## src/rtl/call_request_queue.sv

```systemverilog
// rtl/call_request_queue.sv - pending floor-call register with SCAN target offer over valid/ack
module call_request_queue #(
  parameter int FLOORS = 4,
  parameter int FW     = 2
) (
  input  logic              clk,
  input  logic              resetb,
  input  logic              slowref,
  input  logic [FLOORS-1:0] call_pulse,
  input  logic [FW-1:0]     cur_floor,
  input  logic              dir_up,
  output logic              req_valid,
  output logic [FW-1:0]     req_floor,
  input  logic              req_ack,
  output logic [FLOORS-1:0] pending,
  output logic [FW:0]       pending_cnt
);

  typedef enum logic {
    IDLE  = 1'b0,
    OFFER = 1'b1
  } state_t;

  state_t              r_state;
  state_t              w_state_nxt;
  logic                w_load;
  logic [FLOORS-1:0]   r_pending;
  logic [FLOORS-1:0]   w_set;
  logic [FLOORS-1:0]   w_clr;
  logic [FW-1:0]       r_req_floor;
  logic [FW-1:0]       w_sel;
  logic [FW-1:0]       w_lo_sel;
  logic [FW-1:0]       w_hi_sel;
  logic                w_lo_hit;
  logic                w_hi_hit;
  logic [FW:0]         w_cnt;
  int                  w_c;

  // Calls are only taken on the slowref strobe; the ack clears the offered floor
  always_comb begin
    w_set = slowref ? call_pulse : '0;
    w_clr = '0;
    if (r_state == OFFER && req_ack) begin
      w_clr[r_req_floor] = 1'b1;
    end
  end

  // Pending register: a set on the same edge as a clear of that floor wins
  always_ff @(posedge clk or negedge resetb) begin
    if (!resetb) begin
      r_pending <= '0;
    end else begin
      r_pending <= (r_pending & ~w_clr) | w_set;
    end
  end

  // SCAN selection: lowest candidate at/above and highest at/below the clamped floor
  always_comb begin
    w_c = int'(cur_floor);
    if (w_c >= FLOORS) begin
      w_c = FLOORS - 1;
    end
    w_lo_hit = 1'b0;
    w_lo_sel = '0;
    w_hi_hit = 1'b0;
    w_hi_sel = '0;
    for (int i = FLOORS - 1; i >= 0; i--) begin
      if (r_pending[i] && (dir_up ? (i >= w_c) : (i > w_c))) begin
        w_lo_hit = 1'b1;
        w_lo_sel = FW'(i);
      end
    end
    for (int i = 0; i < FLOORS; i++) begin
      if (r_pending[i] && (dir_up ? (i < w_c) : (i <= w_c))) begin
        w_hi_hit = 1'b1;
        w_hi_sel = FW'(i);
      end
    end
    if (dir_up) begin
      w_sel = w_lo_hit ? w_lo_sel : w_hi_sel;
    end else begin
      w_sel = w_hi_hit ? w_hi_sel : w_lo_sel;
    end
  end

  // FSM state register
  always_ff @(posedge clk or negedge resetb) begin
    if (!resetb) begin
      r_state <= IDLE;
    end else begin
      r_state <= w_state_nxt;
    end
  end

  // FSM next state: offer from IDLE when anything is pending, hold until ack
  always_comb begin
    w_state_nxt = r_state;
    w_load      = 1'b0;
    case (r_state)
      IDLE: begin
        if (|r_pending) begin
          w_state_nxt = OFFER;
          w_load      = 1'b1;
        end
      end
      OFFER: begin
        if (req_ack) begin
          w_state_nxt = IDLE;
        end
      end
      default: w_state_nxt = IDLE;
    endcase
  end

  // Target floor is latched only on entry to OFFER so it stays stable while offered
  always_ff @(posedge clk or negedge resetb) begin
    if (!resetb) begin
      r_req_floor <= '0;
    end else if (w_load) begin
      r_req_floor <= w_sel;
    end
  end

  // Population count of the pending register
  always_comb begin
    w_cnt = '0;
    for (int i = 0; i < FLOORS; i++) begin
      w_cnt = w_cnt + (FW+1)'(r_pending[i]);
    end
  end

  assign req_valid   = (r_state == OFFER);
  assign req_floor   = r_req_floor;
  assign pending     = r_pending;
  assign pending_cnt = w_cnt;

endmodule
```

## config.mk

```make
export PLATFORM = sky130hd
export DESIGN_NAME = call_request_queue
export DESIGN_NICKNAME = d
export VERILOG_FILES = /design/src/rtl/call_request_queue.sv
export SDC_FILE = /design/constraint.sdc
export NUM_CORES = 1
export LEC_CHECK = 0
export CORE_MARGIN = 2
export CORE_UTILIZATION = 38
export CTS_CLUSTER_DIAMETER = 40
export DETAILED_ROUTE_END_ITERATION = 6
export PLACE_DENSITY_LB_ADDON = 0.15
export SYNTH_ARGS = -nofsm -noshare
export SYNTH_HDL_FRONTEND = slang
export SYNTH_SLANG_ARGS = --single-unit
```

## constraint.sdc

```tcl
create_clock -name clk -period 1.5 [get_ports clk]
set_input_delay 0.15 -clock clk [delete_from_list [all_inputs] [get_ports clk]]
set_output_delay 0.15 -clock clk [all_outputs]
set_load 0.01 [all_outputs]
```

==> results <==
-- stage by stage --
step,utilization,hold WS (ns)
final,0.6276,0.1306
after detailed placement,0.5944,0.4234
after CTS,0.6216,0.1341
after floorplan,-,-0.1456
after global placement,0.5944,0.4324
after global routing,0.6276,0.1611
-- worst paths after layout --
check,start,to,slack [ns],cells after the start
hold / removal,resetb,req_floor[0],0.13,1
setup reg to reg,pending[0],req_floor[0],0.12,6
hold reg to reg,req_valid,req_floor[1],0.59,1
min in group clk,call_pulse[1],pending[1],0.46,3
setup / recovery,pending[0],pending_cnt[1],-0.42,6
max in group asynchronous,resetb,pending[1],1.11,1
-- layout make-up --
class,instances,area [um2],share of cell area
multi-input cells,55,390.4,0.4228
well taps,16,20.02,0.02168
clock buffers,3,22.52,0.02439
repair buffers,30,284.0,0.3076
flip-flops and latches,7,178.9,0.1938
clock inverters,1,5.005,0.005420
inverters,6,22.52,0.02439
-- kinds of logic (layout without fill, tap and decap cells) --
logic type,Yosys count,after routing,share of synthesized area
adder cells (fa/ha/maj),4,4,0.09809
buffers and inverters,9,40,0.08314
AND/OR/NAND/NOR,26,26,0.2089
flip-flops,7,7,0.2985
AO/OA/AOI/OAI,25,25,0.3113
-- worst max-delay path, cell delays in order, from the launching register on --
cell and delay, ns:
dfrtp_1 0.36, inv_2 0.05, fa_1 0.55, inv_2 0.05, ha_4 0.15, ha_4 0.23, buf_6 0.11
-- synth_stat cells --
master,instances
nand2_1,11
o21ai_1,2
buf_4,2
a22o_1,2
a21o_1,2
ha_1,3
dfrtp_1,7
inv_1,6
a21boi_2,1
a31oi_1,1
o21ai_0,4
nand3b_1,1
o41ai_2,1
o21a_1,1
nand3_1,1
nand4_1,1
o2bb2ai_1,1
nand2b_1,4
a221oi_2,1
o311ai_1,2
nor2b_1,2
o21bai_1,1
buf_6,1
nor2_1,4
fa_1,1
a21oi_1,6
nor3_1,2
-- timing repair --
| action | in CTS | in global routing |
|---|---|---|
| pin swaps | 1 | 2 |
| resized for setup | 17 | 4 |
| hold endpoints to repair | 0 | 0 |
| buffers inserted | 1 | 0 |
| setup endpoints to repair | 5 | 7 |
-- where the power goes --
group          internal (uW)  switching, uW
Sequential               230           39.4
Combinational            411            307
Clock                   98.3           85.6
-- state kept, by name, indices dropped and copies added (netlist names) --
name	cells
pending	4
req_valid	1
req_floor	2
-- layer usage --
layer / global-route usage / routed length [um] / share of wire / vias up
met1: 0.2500 / 686 / 0.44 / 289
met4: 0.1273 / 45 / 0.029 / 0
met3: 0.08085 / 107 / 0.068 / 4
li1: - / - / - / 311
met2: 0.2955 / 734 / 0.47 / 22
met5: 0 / 0 / 0 / -
==> impl_results.md <==
* Power Density at around 1300 mW/mm2
* GRT Overall Usage at 0.2042
* Post-Syn Area per Cell at around 8.3 um2
* Status: finished, violations left
* Slew HR at 0.7860
* CTS sink cnt at 7
* Initial Util at 0.3988
* Min Clock Period, post-route at ~1.9 ns
* Core footprint at approximately 0.0015 mm2
* Commonest non-fill, non-tap cell in the layout: clkdlybuf4s50_1
* CTS Buf Count at 3
* Clock Skews at 0.006427 ns
* Fmax at about 0.52 GHz
* Synth cell types at 27
* Post-Syn Area at 586.8 um2
* Largest net degree at the start of global routing at 12
* Cells after Synth at 71
* Vias per inst at around 5.3
* Worst Path Max Fanout at 2
* Critical path class: flip-flop to output port
* Syn Nets at 86
* Max-slew violation count at 0
* Final instance area at about 900 um2
* Synth area leader: dfrtp_1
* Worst-path clk slew at roughly 0.06 ns
* Antenna Violating Nets Remaining at 0
* Post-CTS Hold Fix Bufs at 0
* Final period utilization at 1.277
* Post-DR wirelength/cell at between 10 and 15 um
* First-pass GRT wire length at between 2 and 3 mm
* Total power at between 1000 and 1500 uW
* Max Cap Viol at 0
* Antenna diodes at 0
* Final worst slack at -0.4155 ns
* Vias in the first global route at ~570
* Dominant cells by area after synthesis: dfrtp_1, nand2_1, ha_1
* Layout fillers at about 130
* Io pins at 21
* CTS tree: done
* Rows at 14
* Vias at 626
* Synth warn at 0
* Post-DP HPWL at 1.186 mm
* Final GP Congestion at between 0.8 and 0.9
* DP Worst Slack at -0.5436 ns
* TritonRoute pass-1 iters at 4
* Placed cell areas at approximately 870 um2
* Share of the synthesized area in the top cell type at 0.2985
* Setup tns final at -1.018 ns
* Synthesis-to-finish area growth at 57.36%
* Grt ovf at 0
* Slew @ Worst Pin at between 0.3 and 0.4 ns
* Maximum vdd drop at ~760 uV
* Nets at approximately 120
* Most frequent cells in the layout: clkdlybuf4s50_1, nand2_1, buf_4, a21oi_1
* RSZ-0062 raised after global routing: true
* Post-Route WL at approximately 1.6 mm
* Placed instance count at roughly 110
* Die Ht at between 40 and 50 um
* DRC violations left at 0
* CTS Buffer Depth at 2
* Violated checks: setup timing
* DRT iter0 DRCs at 18
* CP Launch Type: flip-flop
* Antenna violations before repair at 0
* Endpoints failing setup at 3
* Root Driver: clkbuf_4
* Final Hold Viols at 0
* Seq cells post-synth at 7
* Required @ worst endpoint at ~1.4 ns
* Non-Filler Instances at ~120
* HP Class: input pin to asynchronous set/reset pin
* Register area share after synthesis at 0.2985
* Critical path data arrival time at between 1.5 and 2 ns
* Die width at between 40 and 50 um
* Port bufs at 20
* Ratio of cells with drive above 1 in the final layout at 0.2843
* Die area at between 0.0015 and 0.002 mm2
* Clk_lat worst skew at 0.27 ns
* Pleak at 0.0004090 uW
* H-tree Lvls at 1
* Crit end category: output port
(Power assumes the default switching activity.)
